==> config.mk <==
export PLATFORM = sky130hd
export DESIGN_NAME = gate_vector_serializer
export DESIGN_NICKNAME = d
export VERILOG_FILES = /design/src/rtl/gate_vector_serializer_pkg.sv /design/src/rtl/gate_vector_serializer_bit_counter.sv /design/src/rtl/gate_vector_serializer.sv
export SDC_FILE = /design/constraint.sdc
export NUM_CORES = 1
export LEC_CHECK = 0
export BUFFER_PORTS_ARGS = -buffer_cell sky130_fd_sc_hd__buf_2
export CAP_MARGIN = 20
export CORE_MARGIN = 5
export CORE_UTILIZATION = 52
export CTS_BUF_LIST = sky130_fd_sc_hd__clkbuf_4 sky130_fd_sc_hd__clkbuf_8
export CTS_CLUSTER_SIZE = 28
export DETAILED_ROUTE_END_ITERATION = 8
export HOLD_SLACK_MARGIN = 0.08
export PLACE_DENSITY = 0.85
export SYNTH_ARGS = -nofsm -noshare
export SYNTH_HDL_FRONTEND = slang
export SYNTH_HIERARCHICAL = 1
export SYNTH_SLANG_ARGS = --single-unit
==> constraint.sdc <==
create_clock -name clk -period 3.85 [get_ports clk]
set_input_delay 0.1925 -clock clk [delete_from_list [all_inputs] [get_ports clk]]
set_output_delay 0.1925 -clock clk [all_outputs]
set_load 0.02 [all_outputs]
==> src/rtl/gate_vector_serializer_pkg.sv <==
// Shared types and constants for the gate-vector serializer: FSM states,
// default vector width and the bit position of each gate in the vector.
package gate_ser_pkg;

  typedef enum logic [1:0] {
    IDLE = 2'd0,
    DATA = 2'd1,
    PAR  = 2'd2
  } ser_state_e;

  localparam int GATE_W = 7;

  localparam int AND_B  = 0;
  localparam int NAND_B = 1;
  localparam int OR_B   = 2;
  localparam int NOR_B  = 3;
  localparam int XOR_B  = 4;
  localparam int XNOR_B = 5;
  localparam int NOT_B  = 6;

endpackage

==> src/rtl/gate_vector_serializer_bit_counter.sv <==
// Data-beat index counter: cleared on capture, advanced per accepted data
// beat, saturating at W-1 where it raises the terminal flag.
module ser_bit_counter #(
  parameter int W  = 7,
  parameter int IW = 3
) (
  input  logic          clk,
  input  logic          rst_n,
  input  logic          i_clr,
  input  logic          i_en,
  output logic [IW-1:0] o_idx,
  output logic          o_term
);

  logic [IW-1:0] r_idx;

  assign o_idx  = r_idx;
  assign o_term = (r_idx == IW'(W - 1));

  // Clear wins over enable so a capture in the finishing cycle restarts at 0.
  always_ff @(posedge clk or negedge rst_n) begin
    if (!rst_n) begin
      r_idx <= '0;
    end else if (i_clr) begin
      r_idx <= '0;
    end else if (i_en && !o_term) begin
      r_idx <= r_idx + 1'b1;
    end
  end

endmodule

==> src/rtl/gate_vector_serializer.sv <==
// Serializes a captured gate result vector LSB first with start/last
// markers and an optional even-parity trailer beat.
module gate_vector_serializer
  import gate_ser_pkg::*;
#(
  parameter int W         = GATE_W,
  parameter bit PARITY_EN = 1'b1
) (
  input  logic         clk,
  input  logic         rst_n,
  input  logic         in_valid,
  output logic         in_ready,
  input  logic [W-1:0] in_vec,
  output logic         out_valid,
  input  logic         out_ready,
  output logic         out_bit,
  output logic         out_sof,
  output logic         out_last,
  output logic         busy,
  output logic [7:0]   frame_cnt
);

  localparam int IW = (W > 1) ? $clog2(W) : 1;

  ser_state_e    r_state;
  ser_state_e    w_state_nxt;
  logic [W-1:0]  r_sh;
  logic          r_par;
  logic [7:0]    r_frame_cnt;

  logic [IW-1:0] w_idx;
  logic          w_term;
  logic          w_out_valid;
  logic          w_out_last;
  logic          w_beat;
  logic          w_data_beat;
  logic          w_finish;
  logic          w_in_ready;
  logic          w_cap;

  assign w_out_valid = (r_state != IDLE);
  assign w_out_last  = (r_state == PAR) || ((r_state == DATA) && w_term && !PARITY_EN);
  assign w_beat      = w_out_valid && out_ready;
  assign w_data_beat = w_beat && (r_state == DATA);
  assign w_finish    = w_beat && w_out_last;
  // Accepting in the finishing cycle lets frames run back to back.
  assign w_in_ready  = (r_state == IDLE) || w_finish;
  assign w_cap       = in_valid && w_in_ready;

  assign in_ready  = w_in_ready;
  assign out_valid = w_out_valid;
  assign out_last  = w_out_last;
  assign out_sof   = (r_state == DATA) && (w_idx == '0);
  assign out_bit   = (r_state == DATA) ? r_sh[0] :
                     (r_state == PAR)  ? r_par   : 1'b0;
  assign busy      = w_out_valid;
  assign frame_cnt = r_frame_cnt;

  ser_bit_counter #(
    .W  (W),
    .IW (IW)
  ) u_bit_counter (
    .clk    (clk),
    .rst_n  (rst_n),
    .i_clr  (w_cap),
    .i_en   (w_data_beat),
    .o_idx  (w_idx),
    .o_term (w_term)
  );

  always_comb begin
    w_state_nxt = r_state;
    case (r_state)
      IDLE: begin
        if (w_cap) w_state_nxt = DATA;
      end
      DATA: begin
        if (w_beat && w_term) begin
          if (PARITY_EN) w_state_nxt = PAR;
          else           w_state_nxt = w_cap ? DATA : IDLE;
        end
      end
      PAR: begin
        if (w_beat) w_state_nxt = w_cap ? DATA : IDLE;
      end
      default: w_state_nxt = IDLE;
    endcase
  end

  always_ff @(posedge clk or negedge rst_n) begin
    if (!rst_n) begin
      r_state     <= IDLE;
      r_frame_cnt <= '0;
    end else begin
      r_state <= w_state_nxt;
      if (w_finish) r_frame_cnt <= r_frame_cnt + 8'd1;
    end
  end

  // Payload registers carry no reset; outputs are gated by state instead.
  always_ff @(posedge clk) begin
    if (w_cap) begin
      r_sh  <= in_vec;
      r_par <= ^in_vec;
    end else if (w_data_beat) begin
      r_sh  <= r_sh >> 1;
    end
  end

endmodule

Word-level counts from Yosys, hierarchy flattened

Cells that the tools add are included.

Flip-flop bits (word level): 21
Bits of input ports: 11
Output and inout port bits: 14
Logic and storage cells: 40

$add $sub $neg: 2
Equal/unequal tests: 6
Mux-type cells: 11
Reduce and logical (&&, ||, !) cells: 16

Operators with widths:

| operator                                                                | count |
|---|---|
| 7-bit 2-to-1 mux                                                        | 2 |
| 8-bit by 1-bit adder with 8-bit output, second input constant           | 1 |
| 1-bit logical AND                                                       | 7 |
| 7-bit XOR reduction                                                     | 1 |
| 2-bit 2-to-1 mux                                                        | 3 |
| 3-bit 2-to-1 mux                                                        | 2 |
| 2-bit one-hot mux with 3 select lines                                   | 1 |
| 2-bit nonzero test                                                      | 3 |
| 2-bit by 1-bit inequality test with 1-bit output, second input constant | 2 |
| 3-bit by 1-bit adder with 3-bit output, second input constant           | 1 |
| 3-bit equality test, second input constant                              | 1 |
| 3-bit zero test                                                         | 1 |
| 1-bit 2-to-1 mux                                                        | 3 |
| 3-bit AND reduction                                                     | 1 |
| 2-bit by 1-bit equality test with 1-bit output, second input constant   | 1 |
| 2-bit equality test, second input constant                              | 1 |
| 2-bit zero test                                                         | 1 |
| 2-bit inequality test, second input constant                            | 1 |
| 1-bit zero test                                                         | 1 |
| 1-bit logical OR                                                        | 1 |

Depth between registers and ports, before layout

Gate-level depths: netlist of run 1.

Depth in word-level cells: 8
Mapped depth: 5
Depth with buffers taken out: 5

Modules after synthesis

Netlist of run 1, hierarchy kept.

By module, submodules not included:

| module                 | times used | cells each | area each (um2) | sequential area each (um2) |
|---|---|---|---|---|
| gate_vector_serializer | 1          | 71         | 908.4           | 490.5 |
| ser_bit_counter        | 1          | 17         | 185.2           | 75.1 |

Worst setup path before layout of run 1

Ideal clock, no wire load.

Path kind: flip-flop to output port
From: register r_state[0]
To: output out_sof
Arrival time: 1.408 ns
Required time: 3.658 ns
Path slack: 2.249 ns
Stages on the path, launching flop included: 3
Path buffers: 0
Cells stage by stage: dfrtp_1 nor2b_1 nor4b_1

Word-level cells in the longest chain between the ends: 2

Ends and longest elaborated chain:

| what                                           | RTL line                     | RTL |
|---|---|---|
| start: declaration                             | gate_vector_serializer.sv:25 | `ser_state_e r_state;` |
| start signal: assignment                       | gate_vector_serializer.sv:95 | `r_state <= w_state_nxt;` |
| 2-bit by 1-bit equality test with 1-bit output | gate_vector_serializer.sv:53 | `assign out_sof = (r_state == DATA) && (w_idx == '0);` |
| 1-bit logical AND                              | gate_vector_serializer.sv:53 |  |
| end: declaration                               | gate_vector_serializer.sv:17 | `output logic out_sof,` |

No other way between the ends.

Worst setup path after layout of run 1

Ends and elaborated chain as after synthesis.

==> out/metrics.yaml, run 1 <==
status: "finished clean"
synthFlopType: "dfrtp_1"
vias: 736
fin_ws_ps: 2120
async_flop_share: 0.619
drive_above_1_share: 0.362
vdd_ir_drop_max_v: 0.000371
syn_inst: 88
cp.required_ps: 3660
grt_pass1_vias: 809
viasPerCell: 5.15
clockBufferDepth: 2
holdWs_ps: 218
area.growth.synth_to_final_pct: 17.0
gr-usage-all-layers: 0.133
synth.distinct_cells: 29
cts_tree: "yes"
gp_congestion: 0.714
wirelength_um: 1920
drc_errors: 0
crit_fanout: 10
die_w_um: 55.9
start_util: 0.552
numCtsBuffers: 3
fin_skew_ps: 6.64
timing.final.crit_period_ps: 1730
wl_per_cell_um: 13.4
fin_nets: 131
worstSetupPathType: "reg2out"
p_leak_nw: 0.635
max_slew.worst_pin.slew_ps: 313
drv_slew: 0
root_buffer: "clkbuf_4"
layout.cells.non_filler: 143
io_pins: 25
finalSetupViolCount: 0
post-cts-setup-buffers: 0
synth.cell_area_sq_mm: 0.00109
dr.pass1.iters: 4
fin_crit_sh: 0.450
dp_cells: 138
dieArea_sq_mm: 0.00312
postRouteAntennaNets: 0
dpl.hpwl_um: 1470
drt_iter0_drc: 13
arrival_ps: 1540
std_cell_rows: 16
clk_pin_slew_ps: 120
avgSynthCellArea_sq_um: 12.4
cp-end-kind: "primary output"
p_per_area_mw_per_mm2: 596
syn_nets: 102
die_y_um: 55.9
max_freq_ghz: 0.578
synth-seq-cells: 21
yosysSeqAreaShare: 0.517
hold_viol_final: 0
setup_tns_ps: 0
critPathMaxStageDelay_ps: 500
timing.slew.headroom: 0.791
grt_max_degree: 14
crit_path_start_kind: "register"
yosys_warnings: 6
grt_first_pass_wirelength_um: 3370
holdCritPathClass: "in2reg"
diodes: 0
pre_cts_slack_ps: 2270
grt-ovfl-total: 0
clkLatencyLatePin_ps: 290
clock-sinks: 21
io_buffers: 24
grt_antenna_before_repair: 0
core_sq_mm: 0.00198
h-tree-depth: 1
path_cells: "nor2b_1 > nor4b_1 > buf_2"
maxCapViolCount: 0
rsz0062_at_grt: "no"
synth_edf_count: 8
slowest_stage: "dfrtp_1"
## per-stage QoR
stage | power, mW | util | instance area (sq um)
after floorplan | 0.578 | - | 1090
after global placement | 0.644 | 0.626 | 1240
after detailed placement | 0.659 | 0.626 | 1240
after CTS | 0.769 | 0.646 | 1280
after global routing | 0.815 | 0.646 | 1280
final | 0.763 | 0.646 | 1280
## report_power, final
group	switching [mW]	internal, mW	total, mW	leakage (nW)
combinational	0.157	0.140	0.297	0.373
clock	0.0631	0.0473	0.110	0.0184
sequential	0.0472	0.309	0.356	0.244
## kinds of logic after synthesis
logic type                 after synthesis  synth area share
and+or+nand+nor                         29             0.184
DFF                                     21             0.517
xor gates and xnor gates                13             0.104
muxes                                    9            0.0927
AOI/OAI and AO/OA                        7            0.0435
buffers and inverters                    6            0.0240
adders and majority gates                3            0.0343
## state kept, by name, summed over array words and instances, names as in the netlist
register / count
r_par: 1
frame_cnt: 8
r_sh: 7
r_state: 2
u_bit_counter/o_idx: 3
## synthesized netlist by cell type, types with 2 or more instances
cell,instances,area share
mux2_2,7,0.072
nand3b_4,2,0.037
nand3_1,2,0.0092
o21ai_0,2,0.0092
xor2_1,6,0.048
nor2_1,4,0.014
nand2_1,4,0.014
inv_1,5,0.017
xnor2_1,7,0.056
mux2_1,2,0.021
dfrtp_1,13,0.30
edfxtp_1,8,0.22
nor2b_1,5,0.029
a21oi_1,2,0.0092
ha_1,3,0.034
nor3_1,3,0.014
## layer usage
layer,track usage,share of wire
met1,0.159,0.46
met3,0.0325,0.037
met2,0.226,0.48
met4,0.0610,0.025
met5,0,0
## cell type report
type                            count  area [sq um]
Sequential cell                    21           566
Tap cell                           27          33.8
Inverter                            5          18.8
Timing Repair Buffer               25           130
Clock buffer                        4          30.0
Fill cell                         158           702
Multi-Input combinational cell     61           502
## critical path: cells and delay by family (launching register included)
kind          cells  cell delay (ps)
buf+inv           1              210
flops             1              500
simple gates      2              540
## placed cells by master (no fill, tap or decap)
cell	Yosys	layout
mux2_2	7	7
nor2_1	4	4
mux2_1	2	2
and2_1	1	1
nand4b_1	1	1
a21boi_2	1	1
clkbuf_4	0	4
and4b_2	1	1
nor2b_1	5	5
nand3_1	2	2
nor4b_1	1	1
dfrtp_1	13	13
nand2_1	4	4
nor4_2	1	1
a22o_1	1	1
and3_1	1	1
ha_1	3	3
or2_2	1	1
edfxtp_1	8	8
buf_2	0	24
a21oi_1	2	2
inv_1	5	5
nand2b_2	1	1
a21o_1	1	1
nand4_1	1	1
nand3b_4	2	2
xor2_1	6	6
o21ai_0	2	2
xnor2_1	7	7
nor3_1	3	3
dlygate4sd3_1	0	1
## repair_timing
item | 4_1_cts | 5_1_grt
hold buffers | 1 | 0
endpoints found under the hold margin | 13 | 0
resized for setup | 0 | 0
## path summary, 6_finish.rpt
| kind | start | endpoint | slack [ps] | cells after the start |
|---|---|---|---|---|
| max | r_state[0] | out_sof | 2120 | 3 |
| min | in_vec[4] | r_sh[4] | 220 | 2 |
| max reg2reg | r_state[0] | u_bit_counter/o_idx[1] | 2250 | 5 |
| min reg2reg | frame_cnt[7] | frame_cnt[7] | 470 | 1 |
| max in group asynchronous | rst_n | u_bit_counter/o_idx[2] | 3290 | 2 |
| min in group asynchronous | rst_n | r_state[1] | 330 | 2 |
Power figures use the tool's default switching activity.
==> run 2: changes to the inputs <==
CORE_UTILIZATION = 49   (was 52)
PLACE_DENSITY = 0.84   (was 0.85)
clock period = 1.5 ns   (was 3.85 ns; I/O delays follow)
==> out/metrics.yaml, run 2 (synthesized netlist as in run 1, its figures left out) <==
vias: 764
die_y_um: 57.2
vdd_ir_drop_max_v: 0.000851
maxCapViolCount: 0
start_util: 0.504
timing.final.crit_period_ps: 1490
fillers: 190
cp-end-kind: "primary output"
clock-sinks: 21
core_sq_mm: 0.00217
diodes: 0
h-tree-depth: 1
std_cell_rows: 17
grt_first_pass_wirelength_um: 3410
layout.cells.most_common: "buf_2"
p_total_mw: 2.12
gr-usage-all-layers: 0.134
dpl.hpwl_um: 1520
io_buffers: 24
utilization: 0.617
hold_viol_final: 0
p_per_area_mw_per_mm2: 1590
gp_congestion: 0.706
area.growth.synth_to_final_pct: 22.4
status: "finished clean"
drive_above_1_share: 0.405
rsz0062_at_grt: "yes"
cts_tree: "yes"
drv_slew: 0
grt_antenna_before_repair: 0
crit_path_start_kind: "register"
die_w_um: 57.2
worstSetupPathType: "reg2out"
viasPerCell: 5.13
root_buffer: "clkbuf_4"
fin_skew_ps: 6.43
drc_errors: 0
io_pins: 25
largest_reg_flops: 8
wl_per_cell_um: 13.3
clk_pin_slew_ps: 110
max_freq_ghz: 0.673
holdCritPathClass: "in2reg"
dr.pass1.iters: 4
clockBufferDepth: 2
arrival_ps: 1410
finalSetupViolCount: 0
timing.slew.headroom: 0.785
grt-ovfl-total: 0
grt_max_degree: 14
numCtsBuffers: 3
wirelength_um: 1990
cp.required_ps: 1420
final_cell_mix: "buf_2, dfrtp_1, edfxtp_1, mux2_2, xnor2_1"
drt_iter0_drc: 9
p_leak_nw: 0.667
postRouteAntennaNets: 0
grt_pass1_vias: 755
clkLatencyLatePin_ps: 300
dieArea_sq_mm: 0.00328
max_slew.worst_pin.slew_ps: 321
crit_fanout: 5
regArea_sq_um: 566
fin_nets: 136
multi_input_area_sq_um: 519
fin_crit_sh: 0.990
-- run 2: final timing paths --
| check | start | end | slack [ps] | cells after the start |
|---|---|---|---|---|
| setup / recovery | r_state[1] | out_sof | 10 | 4 |
| hold reg to reg | frame_cnt[7] | frame_cnt[7] | 480 | 1 |
| hold / removal | in_vec[1] | r_sh[1] | 100 | 2 |
| min in group asynchronous | rst_n | frame_cnt[4] | 160 | 2 |
| max in group asynchronous | rst_n | r_state[1] | 1120 | 2 |
| setup reg to reg | u_bit_counter/o_idx[0] | r_state[0] | 90 | 5 |
-- run 2: cell type report --
type	instances	area share
Sequential cell	21	0.422
Tap cell	28	0.0262
Inverter	5	0.0140
Timing Repair Buffer	30	0.127
Multi-Input combinational cell	61	0.388
Clock buffer	4	0.0224
-- run 2: layer usage --
metal,track usage,vias up,share of wire
li1,-,370,-
met1,0.173,361,0.44
met2,0.217,25,0.49
met3,0.0294,8,0.056
met4,0.0596,0,0.015
met5,0,-,0
-- run 2: what timing repair did --
action	4_1_cts	5_1_grt
endpoints found under the setup margin	1	2
hold buffers	1	0
gates resized for setup	2	2
buffers inserted	1	1
endpoints found under the hold margin	13	0
-- run 2: through the flow --
stage / hold slack [ps] / setup slack, ps / area, sq um / setup TNS, ps / instances
2_1_floorplan: -221 / 16.7 / 1090 / 0 / 88
6_report: 101 / 15.0 / 1340 / 0 / 149
3_3_place_gp: -29.0 / 170 / 1260 / 0 / 142
3_5_place_dp: -28.1 / 120 / 1260 / 0 / 142
4_1_cts: 99.4 / 0.636 / 1320 / 0 / 148
5_1_grt: 88.4 / -54.6 / 1340 / -54.6 / 149
-- run 2: worst max-delay path, stage by stage, from the launching register on --
cell     delay (ps)
dfrtp_1         440
nor2b_1         160
buf_4           140
nor4b_4         180
buf_4           180
-- run 2: report_power, final --
group	internal [mW]	leakage, nW	switching, mW
Combinational	0.464	0.405	0.460
Sequential	0.792	0.244	0.121
Clock	0.122	0.0184	0.164
==> run 3: changes to the inputs <==
CORE_UTILIZATION = 52   (was 49)
PLACE_DENSITY = 0.85   (was 0.84)
clock period = 1.39 ns   (was 1.5 ns; I/O delays follow)
==> out/metrics.yaml, run 3 (synthesized netlist as in run 1, its figures left out) <==
status: "finished, violations left"
violations: "setup timing"
fillers: 118
critPathMaxStageDelay_ps: 470
max_slew.worst_pin.slew_ps: 295
dieArea_sq_mm: 0.00312
area.growth.synth_to_final_pct: 37.0
drv_slew: 0
clockBufferDepth: 2
vias: 813
start_util: 0.552
grt-ovfl-total: 0
worstSetupPathType: "reg2out"
wirelength_um: 2460
largest_reg_flops: 8
slowest_stage: "dfrtp_2"
top_usage_layer: "met2"
vdd_ir_drop_max_v: 0.00118
grt_first_pass_wirelength_um: 3660
fin_crit_sh: 1.07
grt_antenna_before_repair: 0
cp-end-kind: "primary output"
rsz0062_at_grt: "yes"
drt_iter0_drc: 9
placed_cell_area_sq_mm: 0.00129
grt_pass1_vias: 846
die_y_um: 55.9
io_pins: 25
cts_tree: "yes"
p_leak_nw: 0.762
layout.cells.most_common: "buf_2"
gr-usage-met3: 0.0325
fin_skew_ps: 2.81
drc_errors: 0
path_cells: "nor2b_4 > buf_6 > nor4b_4 > buf_4"
utilization: 0.756
wl_per_cell_um: 15.9
p_per_area_mw_per_mm2: 1750
clkLatencyLatePin_ps: 300
finalSetupViolCount: 8
max_freq_ghz: 0.673
crit_family: "flip-flops"
fin_nets: 143
crit_buf_inv: 2
cp.required_ps: 1320
std_cell_rows: 16
arrival_ps: 1420
use_met2: 0.258
postRouteAntennaNets: 0
use_met1: 0.168
final_cell_mix: "buf_2, dfrtp_1, buf_4, edfxtp_1"
maxCapViolCount: 0
viasPerCell: 5.25
fin_ws_ps: -95.8
design_area_sq_mm: 0.00150
drive_above_1_share: 0.508
core_sq_mm: 0.00198
crit_path_start_kind: "register"
io_buffers: 24
gr-usage-all-layers: 0.148
grt_max_degree: 14
gp_congestion: 0.740
numCtsBuffers: 3
clock-sinks: 21
root_buffer: "clkbuf_4"
timing.slew.headroom: 0.803
die_w_um: 55.9
clk_pin_slew_ps: 110
holdCritPathClass: "in2reg"
dr.pass1.iters: 4
crit_fanout: 3
dpl.hpwl_um: 1600
hold_viol_final: 0
h-tree-depth: 1
diodes: 0
timing.final.crit_period_ps: 1490
==> run 3: cell count changes in the layout (fill, tap and decap cells not counted), moves of 2 or more <==
cell	delta
buf_6	+7
buf_2	-4
buf_4	+3
inv_1	-2
mux2_1	-2
mux2_4	+2
nand2_1	-2
nand2_2	+2
nor2b_4	+2
nor3_1	-2
==> run 3: metrics by stage <==
stage,setup TNS [ps],hold WS [ps],worst slack [ps],instances,power [mW]
after global routing,-559,85.8,-167,155,2.76
after detailed placement,-35.0,-27.6,-17.9,143,1.95
after floorplan,0,-226,1.41,88,1.62
after CTS,-122,92.8,-65.7,151,2.42
after global placement,0,-34.3,60.3,143,1.89
final,-231,101,-95.8,155,2.62
==> run 3: report_power, final <==
part	leakage, nW	switching (mW)	total, mW	internal, mW
Combinational	0.501	0.594	1.32	0.727
Clock	0.0184	0.180	0.311	0.131
Sequential	0.242	0.129	0.985	0.856
==> run 3: final timing paths <==
path	slack (ps)	cells past startpoint	start	endpoint
setup / recovery	-100	4	r_state[1]	out_sof
hold / removal	100	2	in_vec[3]	r_sh[3]
setup reg to reg	-20	5	r_state[1]	u_bit_counter/o_idx[1]
hold reg to reg	490	1	frame_cnt[7]	frame_cnt[7]
max in group asynchronous	990	2	rst_n	r_state[1]
min in group asynchronous	160	2	rst_n	frame_cnt[2]
==> run 3: layer usage <==
layer / vias to the layer above / routed length [um]
met5: - / 0
met1: 401 / 954
met4: 0 / 56
li1: 386 / -
met2: 20 / 1330
met3: 6 / 121
==> run 3: cell type report <==
type	instances	area (sq um)	area share
Clock buffer	4	30.0	0.0201
Inverter	5	21.3	0.0142
Multi-Input combinational cell	61	584	0.390
Sequential cell	21	567	0.378
Tap cell	27	33.8	0.0226
Timing Repair Buffer	37	262	0.175
==> run 3: timing repair <==
action / 4_1_cts / 5_1_grt
buffers inserted: 3 / 3
resized for setup: 12 / 19
pin swaps: 3 / 5
hold buffers: 1 / 1
setup endpoints to repair: 4 / 17
hold endpoints to repair: 13 / 1
==> run 3: worst reg2reg max path, delay by kind of cell, from the launching register on <==
kind	cells	cell delay [ps]
muxes	1	310
AOI/OAI and AO/OA	1	200
DFF	1	470
and+or+nand+nor	2	240
buffers and inverters	1	70
